File: config.mk
export PLATFORM = sky130hd
export DESIGN_NAME = memory_cell_arbiter_flat
export DESIGN_NICKNAME = d
export VERILOG_FILES = /design/src/rtl/memory_cell_arbiter_pkg.sv /design/src/rtl/memory_cell_arbiter_if.sv /design/src/rtl/memory_cell_arbiter_route.sv /design/src/rtl/memory_cell_arbiter.sv /design/src/flat_wrapper.sv
export SDC_FILE = /design/constraint.sdc
export NUM_CORES = 1
export LEC_CHECK = 0
export ABC_CLOCK_PERIOD_IN_PS = 3250
export CAP_MARGIN = 20
export CELL_PAD_IN_SITES_DETAIL_PLACEMENT = 0
export CELL_PAD_IN_SITES_GLOBAL_PLACEMENT = 1
export CORE_MARGIN = 3
export CORE_UTILIZATION = 17
export DETAILED_ROUTE_END_ITERATION = 10
export PLACE_DENSITY = 0.9
export SYNTH_ARGS = -nofsm -noshare
export SYNTH_HDL_FRONTEND = slang
export SYNTH_SLANG_ARGS = --single-unit
File: constraint.sdc
create_clock -name clk -period 3.25 [get_ports clk]
set_input_delay 0.65 -clock clk [delete_from_list [all_inputs] [get_ports clk]]
set_output_delay 0.65 -clock clk [all_outputs]
set_load 0.02 [all_outputs]
File: src/rtl/memory_cell_arbiter_pkg.sv
// Shared definitions for the activation-memory arbiter: port select codes,
// the per-requester read tag layout and the legal address limit.
package memory_cell_arbiter_pkg;

  typedef enum logic {
    PORT_A = 1'b0,
    PORT_B = 1'b1
  } port_sel_e;

  // One tag per requester, captured on a granted read and consumed next cycle.
  typedef struct packed {
    logic      valid;
    port_sel_e port_sel;
    logic      oor;
  } rd_tag_t;

  function automatic int unsigned mem_limit(input int unsigned num, input int unsigned timestep);
    return num * timestep;
  endfunction

  function automatic logic addr_oor(input logic [31:0] addr, input int unsigned limit);
    return addr >= limit;
  endfunction

endpackage

File: src/rtl/memory_cell_arbiter_if.sv
// Requester, return-path and memory-side signals of the arbiter.
// The slave modport is the arbiter; master is its environment.
interface memory_cell_arbiter_if #(
  parameter int ADDR  = 12,
  parameter int WIDTH = 32
);
  logic             req0, req1;
  logic             we0, we1;
  logic [ADDR-1:0]  addr0, addr1;
  logic [WIDTH-1:0] wdata0, wdata1;
  logic             gnt0, gnt1;
  logic             rvalid0, rvalid1;
  logic [WIDTH-1:0] rdata0, rdata1;
  logic             err;
  logic             wr_a;
  logic [ADDR-1:0]  addr_a, addr_b;
  logic [WIDTH-1:0] i_a, o_a, o_b;

  modport slave (
    input  req0, req1, we0, we1, addr0, addr1, wdata0, wdata1, o_a, o_b,
    output gnt0, gnt1, rvalid0, rvalid1, rdata0, rdata1, err,
           wr_a, addr_a, i_a, addr_b
  );

  modport master (
    output req0, req1, we0, we1, addr0, addr1, wdata0, wdata1, o_a, o_b,
    input  gnt0, gnt1, rvalid0, rvalid1, rdata0, rdata1, err,
           wr_a, addr_a, i_a, addr_b
  );
endinterface

File: src/rtl/memory_cell_arbiter_route.sv
// Combinational routing (the mc_route block): decides grants and port
// selection for both requesters from the requests and the round-robin pointer.
module memory_cell_arbiter_route
  import memory_cell_arbiter_pkg::*;
#(
  parameter int          ADDR  = 12,
  parameter int unsigned LIMIT = 2809
) (
  input  logic            req0,
  input  logic            we0,
  input  logic [ADDR-1:0] addr0,
  input  logic            req1,
  input  logic            we1,
  input  logic [ADDR-1:0] addr1,
  input  logic            rr,
  output logic            gnt0,
  output logic            gnt1,
  output port_sel_e       sel0,
  output port_sel_e       sel1,
  output logic            oor0,
  output logic            oor1,
  output logic            ww_conflict
);

  logic act0, act1;

  // Out-of-range requests are consumed at once and never compete for a port.
  always_comb begin
    oor0        = addr_oor(32'(addr0), LIMIT);
    oor1        = addr_oor(32'(addr1), LIMIT);
    act0        = req0 && !oor0;
    act1        = req1 && !oor1;
    gnt0        = req0 && oor0;
    gnt1        = req1 && oor1;
    sel0        = PORT_A;
    sel1        = PORT_A;
    ww_conflict = 1'b0;

    if (act0 && act1) begin
      if (we0 && we1) begin
        ww_conflict = 1'b1;
        gnt0        = !rr;
        gnt1        = rr;
      end else if (!we0 && !we1) begin
        gnt0 = 1'b1;
        gnt1 = 1'b1;
        sel1 = PORT_B;
      end else if (we0) begin
        // Read of the address being written this cycle waits one cycle.
        gnt0 = 1'b1;
        gnt1 = (addr0 != addr1);
        sel1 = PORT_B;
      end else begin
        gnt1 = 1'b1;
        gnt0 = (addr0 != addr1);
        sel0 = PORT_B;
      end
    end else begin
      if (act0) gnt0 = 1'b1;
      if (act1) gnt1 = 1'b1;
    end
  end

endmodule

File: src/rtl/memory_cell_arbiter.sv
// Arbitrates the forward-pass and backprop requesters onto a dual-port
// activation memory (A read/write, B read-only) and returns tagged read data.
module memory_cell_arbiter
  import memory_cell_arbiter_pkg::*;
#(
  parameter int ADDR     = 12,
  parameter int WIDTH    = 32,
  parameter int NUM      = 53*53,
  parameter int TIMESTEP = 1
) (
  input  logic                 clk,
  input  logic                 rst,
  memory_cell_arbiter_if.slave bus
);

  localparam int unsigned LIMIT = mem_limit(NUM, TIMESTEP);

  logic             gnt0_raw, gnt1_raw;
  logic             g0, g1;
  logic             oor0, oor1;
  logic             ww_conflict;
  port_sel_e        sel0, sel1;
  rd_tag_t          tag0_d, tag0_q, tag1_d, tag1_q;
  logic             rr_d, rr_q;
  logic             err_d, err_q;
  logic             v0, v1;
  logic [WIDTH-1:0] rdata0, rdata1;

  memory_cell_arbiter_route #(
    .ADDR  (ADDR),
    .LIMIT (LIMIT)
  ) u_route (
    .req0        (bus.req0),
    .we0         (bus.we0),
    .addr0       (bus.addr0),
    .req1        (bus.req1),
    .we1         (bus.we1),
    .addr1       (bus.addr1),
    .rr          (rr_q),
    .gnt0        (gnt0_raw),
    .gnt1        (gnt1_raw),
    .sel0        (sel0),
    .sel1        (sel1),
    .oor0        (oor0),
    .oor1        (oor1),
    .ww_conflict (ww_conflict)
  );

  // Grants are blocked during reset so the memory never sees a write then.
  always_comb begin
    g0          = gnt0_raw && !rst;
    g1          = gnt1_raw && !rst;
    bus.gnt0    = g0;
    bus.gnt1    = g1;
    bus.wr_a    = 1'b0;
    bus.addr_a  = '0;
    bus.i_a     = '0;
    bus.addr_b  = '0;

    if (g0 && !oor0 && sel0 == PORT_A) begin
      bus.wr_a   = bus.we0;
      bus.addr_a = bus.addr0;
      bus.i_a    = bus.we0 ? bus.wdata0 : '0;
    end else if (g1 && !oor1 && sel1 == PORT_A) begin
      bus.wr_a   = bus.we1;
      bus.addr_a = bus.addr1;
      bus.i_a    = bus.we1 ? bus.wdata1 : '0;
    end

    if (g0 && !oor0 && sel0 == PORT_B) begin
      bus.addr_b = bus.addr0;
    end else if (g1 && !oor1 && sel1 == PORT_B) begin
      bus.addr_b = bus.addr1;
    end
  end

  // After a write-write conflict the pointer moves to the loser.
  always_comb begin
    tag0_d = '{valid: g0 && !bus.we0, port_sel: sel0, oor: oor0};
    tag1_d = '{valid: g1 && !bus.we1, port_sel: sel1, oor: oor1};
    rr_d   = ww_conflict ? !rr_q : rr_q;
    err_d  = err_q || (g0 && oor0) || (g1 && oor1);
  end

  always_ff @(posedge clk) begin
    if (rst) begin
      tag0_q <= '0;
      tag1_q <= '0;
      rr_q   <= 1'b0;
      err_q  <= 1'b0;
    end else begin
      tag0_q <= tag0_d;
      tag1_q <= tag1_d;
      rr_q   <= rr_d;
      err_q  <= err_d;
    end
  end

  // Reset also hides a tag captured on the cycle just before it.
  always_comb begin
    v0     = tag0_q.valid && !rst;
    v1     = tag1_q.valid && !rst;
    rdata0 = '0;
    rdata1 = '0;
    if (v0 && !tag0_q.oor) rdata0 = (tag0_q.port_sel == PORT_A) ? bus.o_a : bus.o_b;
    if (v1 && !tag1_q.oor) rdata1 = (tag1_q.port_sel == PORT_A) ? bus.o_a : bus.o_b;
    bus.rvalid0 = v0;
    bus.rvalid1 = v1;
    bus.rdata0  = rdata0;
    bus.rdata1  = rdata1;
    bus.err     = err_q;
  end

endmodule

File: src/flat_wrapper.sv
// flat-port wrapper written by rule: the top's interface ports become plain ports
module memory_cell_arbiter_flat import memory_cell_arbiter_pkg::*;
#(
  parameter int ADDR     = 12,
  parameter int WIDTH    = 32,
  parameter int NUM      = 53*53,
  parameter int TIMESTEP = 1
)
  (clk, rst, bus_req0, bus_req1, bus_we0, bus_we1, bus_addr0, bus_addr1, bus_wdata0, bus_wdata1, bus_o_a, bus_o_b, bus_gnt0, bus_gnt1, bus_rvalid0, bus_rvalid1, bus_rdata0, bus_rdata1, bus_err, bus_wr_a, bus_addr_a, bus_i_a, bus_addr_b);
  memory_cell_arbiter_if #(.ADDR(ADDR), .WIDTH(WIDTH)) bus_i ();
  input  logic clk;
  input  logic rst;
  input wire logic [$bits(bus_i.req0)-1:0] bus_req0;
  input wire logic [$bits(bus_i.req1)-1:0] bus_req1;
  input wire logic [$bits(bus_i.we0)-1:0] bus_we0;
  input wire logic [$bits(bus_i.we1)-1:0] bus_we1;
  input wire logic [$bits(bus_i.addr0)-1:0] bus_addr0;
  input wire logic [$bits(bus_i.addr1)-1:0] bus_addr1;
  input wire logic [$bits(bus_i.wdata0)-1:0] bus_wdata0;
  input wire logic [$bits(bus_i.wdata1)-1:0] bus_wdata1;
  input wire logic [$bits(bus_i.o_a)-1:0] bus_o_a;
  input wire logic [$bits(bus_i.o_b)-1:0] bus_o_b;
  output wire logic [$bits(bus_i.gnt0)-1:0] bus_gnt0;
  output wire logic [$bits(bus_i.gnt1)-1:0] bus_gnt1;
  output wire logic [$bits(bus_i.rvalid0)-1:0] bus_rvalid0;
  output wire logic [$bits(bus_i.rvalid1)-1:0] bus_rvalid1;
  output wire logic [$bits(bus_i.rdata0)-1:0] bus_rdata0;
  output wire logic [$bits(bus_i.rdata1)-1:0] bus_rdata1;
  output wire logic [$bits(bus_i.err)-1:0] bus_err;
  output wire logic [$bits(bus_i.wr_a)-1:0] bus_wr_a;
  output wire logic [$bits(bus_i.addr_a)-1:0] bus_addr_a;
  output wire logic [$bits(bus_i.i_a)-1:0] bus_i_a;
  output wire logic [$bits(bus_i.addr_b)-1:0] bus_addr_b;
  assign bus_i.req0 = bus_req0;
  assign bus_i.req1 = bus_req1;
  assign bus_i.we0 = bus_we0;
  assign bus_i.we1 = bus_we1;
  assign bus_i.addr0 = bus_addr0;
  assign bus_i.addr1 = bus_addr1;
  assign bus_i.wdata0 = bus_wdata0;
  assign bus_i.wdata1 = bus_wdata1;
  assign bus_i.o_a = bus_o_a;
  assign bus_i.o_b = bus_o_b;
  assign bus_gnt0 = bus_i.gnt0;
  assign bus_gnt1 = bus_i.gnt1;
  assign bus_rvalid0 = bus_i.rvalid0;
  assign bus_rvalid1 = bus_i.rvalid1;
  assign bus_rdata0 = bus_i.rdata0;
  assign bus_rdata1 = bus_i.rdata1;
  assign bus_err = bus_i.err;
  assign bus_wr_a = bus_i.wr_a;
  assign bus_addr_a = bus_i.addr_a;
  assign bus_i_a = bus_i.i_a;
  assign bus_addr_b = bus_i.addr_b;
  memory_cell_arbiter #(.ADDR(ADDR), .WIDTH(WIDTH), .NUM(NUM), .TIMESTEP(TIMESTEP)) u_core (.clk(clk), .rst(rst), .bus(bus_i));
endmodule
==> results_dict.tcl <==
set metrics [dict create \
    status "complete, but fails checks" \
    failed_checks "setup timing" \
    cts_buffer_depth 2 \
    synth-compound-area-share_pct 30.3 \
    hpwl_mm 11.3 \
    tritoncts "done" \
    drtIter0Drc 229 \
    synth-main-ff-cell "dfxtp_1" \
    synthXorXnorAreaFrac_pct 4.67 \
    criticalPathCategory "primary input to output port" \
    grt_usage_pct 17.6 \
    synth_nets 461 \
    timing_hold_violations_final 0 \
    postRouteAntennaNets 0 \
    first_pass_iters 4 \
    p_leak_nw 2.53 \
    netlist_area_um2 2250 \
    grt_pass1_wl_mm 20.9 \
    mostFrequentLayoutCells "199 x clkdlybuf4s50_1, 73 x buf_4, 68 x nor2_1" \
    seq_area_um2 163 \
    synth-simple-area-share_pct 22.0 \
    maxCapViolCount 0 \
    drive_gt1_share_pct 27.1 \
    drcViolationCount 0 \
    fin_nets 803 \
    cts_root_buffer "clkbuf_16" \
    layout_commonest_cell "clkdlybuf4s50_1" \
    setup_ws_ns -0.0836 \
    synthAdderAreaFrac_pct 0 \
    area_growth_pct 171 \
    worstSkewPairLatency_ns 0.23 \
    cts_buffers 3 \
    drt-total-wl_mm 14.7 \
    p_per_area_nw_per_um2 150 \
    cts_sinks 8 \
    die-area_um2 14600 \
    grt_setup_unrepaired "yes" \
    worstHoldPathType "flop to flop" \
    overflow 0 \
    antenna_found_initial 1 \
    setup_viol 11 \
    synth_top_family_by_area "compound AO/OA/AOI/OAI gates" \
    fin_util_pct 47.8 \
    place.gp.congestion 0.882 \
    synth_cells 303 \
    cp.required_ns 2.60 \
    fillers 1185 \
    period_minus_slack_ns 3.33 \
    io_buffer_count 283 \
    finClkSkew_ns 0.00342 \
    tns_ns -0.195 \
    cp-start-kind "primary input" \
    ys_ff_latch 8 \
    worstMarginPinSlew_ns 0.575 \
    synth_edf_count 0 \
    min_period_over_period_pct 103 \
    yosysTopAreaCell "mux2i_1" \
    fp-row-count 41 \
    synthMuxAreaShare_pct 29.0 \
    worstPathArrival_ns 2.68 \
    synth_top_cell_area_share_pct 28.5 \
    synth.yosys.warnings 0 \
    die_w_um 121 \
    vias_per_cell 4.81 \
    start_util_pct 17.6 \
    syn_avg_cell_area_um2 7.42 \
    path_clk_slew_ns 0.04 \
    multiInputGateArea_um2 2140 \
    cp-end-kind "output port" \
    grt_max_degree 33 \
    yosys.cell_types.count 45 \
    io_pins 284 \
    path_max_fanout 12 \
    yosysSeqAreaShare_pct 7.12 \
    max-slew-margin-rel_pct 61.7 \
    cts_hold_buf 0 \
    via_count 3921 \
    max_freq_ghz 0.300 \
    wl_per_cell_um 18.0 \
    async_flop_share_pct 0 \
    die_y_um 121 \
    vdd_drop_max_v 0.000106 \
    synth_area_leaders "mux2i_1 28%, a22o_1 22%, nor2_1 12%" \
    htreeDepth 1 \
    core_area_um2 12800 \
    grt_pass1_vias 4023 \
    maxSlewViolCount 0 \
]
==> kinds of logic (layout without fill, tap and decap cells) <==
group | after synthesis | after routing
compound gates | 80 | 80
buf+inv | 30 | 370
xor+xnor | 12 | 12
mux | 65 | 65
flops | 8 | 8
other cells | 0 | 1
simple gates | 108 | 108
==> path summary, 6_finish.rpt <==
| check | start | slack, ns | end | cells past startpoint |
|---|---|---|---|---|
| worst max-delay path | bus_req0 | -0.08 | bus_addr_a[1] | 9 |
| worst min-delay path | u_core.bus.err | 0.50 | u_core.bus.err | 2 |
| worst max register to register | u_core.rr_q | 2.16 | u_core.rr_q | 2 |
| worst min register to register | u_core.bus.err | 0.50 | u_core.bus.err | 2 |
==> power breakdown <==
group	switching, mW	internal [mW]	leakage [nW]	total [mW]
clock	0.0450	0.158	0.0370	0.203
combinational	0.255	0.354	2.43	0.609
sequential	0.00178	0.103	0.0665	0.104
total	0.302	0.615	2.53	0.917
==> flip-flops by register name, indices dropped and copies added, names as in the netlist <==
register and cells:
u_core.tag1_q 3, u_core.rr_q 1, u_core.tag0_q 3, u_core.bus.err 1
==> routing by layer <==
| metal | GRT usage [%] | up-vias | share of wire (%) |
|---|---|---|---|
| met3 | 3.87 | 38 | 9.1 |
| met4 | 5.59 | 0 | 3.3 |
| li1 | - | 1826 | - |
| met5 | 0 | - | 0 |
| met1 | 18.0 | 1831 | 34 |
| met2 | 34.9 | 226 | 54 |
==> worst max-delay path, cell delays in order <==
cell and delay, ns:
clkdlybuf4s50_1 0.54, nand2b_1 0.13, a21oi_2 0.19, o21ai_2 0.09, buf_4 0.15, a41oi_2 0.21
buf_12 0.17, a22o_1 0.17, dlygate4sd2_1 0.37
==> Yosys cell counts, types with 2 or more instances <==
master and count:
nand4b_1 2, a21oi_1 5, mux2i_1 64, nor2b_1 3, nand2b_1 4, buf_2 7, dfxtp_1 8, nand4_1 4
nand2_1 8, buf_1 6, nor3_1 6, a21o_1 2, inv_1 3, o31ai_1 2, clkbuf_1 9, nand3_1 3
nor2_1 69, xnor2_1 12, buf_6 4, a22o_1 56, o21ai_0 2
==> timing repair <==
| action | in CTS | in global routing |
|---|---|---|
| setup endpoints to repair | 58 | 58 |
| pin swaps | 9 | 13 |
| gates resized for setup | 262 | 33 |
| cloned | 2 | 2 |
| buffers inserted | 11 | 4 |
==> through the flow <==
stage          setup slack, ns  total power [mW]  cell area, um2  std cells  hold WS [ns]
5_1_grt                 -0.125             0.960            6100        816         0.538
2_1_floorplan            0.630             0.293            2250        303         0.469
3_5_place_dp            -0.983             0.686            5720        794         0.479
6_report               -0.0836             0.917            6100        816         0.505
4_1_cts               -0.00238             0.896            5880        810         0.502
3_3_place_gp            -0.833             0.677            5720        794         0.483
==> area by class of cell <==
| cell class | count | area share, % |
|---|---|---|
| Antenna cell | 1 | 0.0410 |
| Clock buffer | 3 | 1.23 |
| Inverter | 3 | 0.184 |
| Multi-Input combinational cell | 265 | 35.0 |
| Sequential cell | 8 | 2.66 |
| Tap cell | 172 | 3.53 |
| Timing Repair Buffer | 364 | 57.3 |
Note: power is estimated with default switching activity, not from simulation.
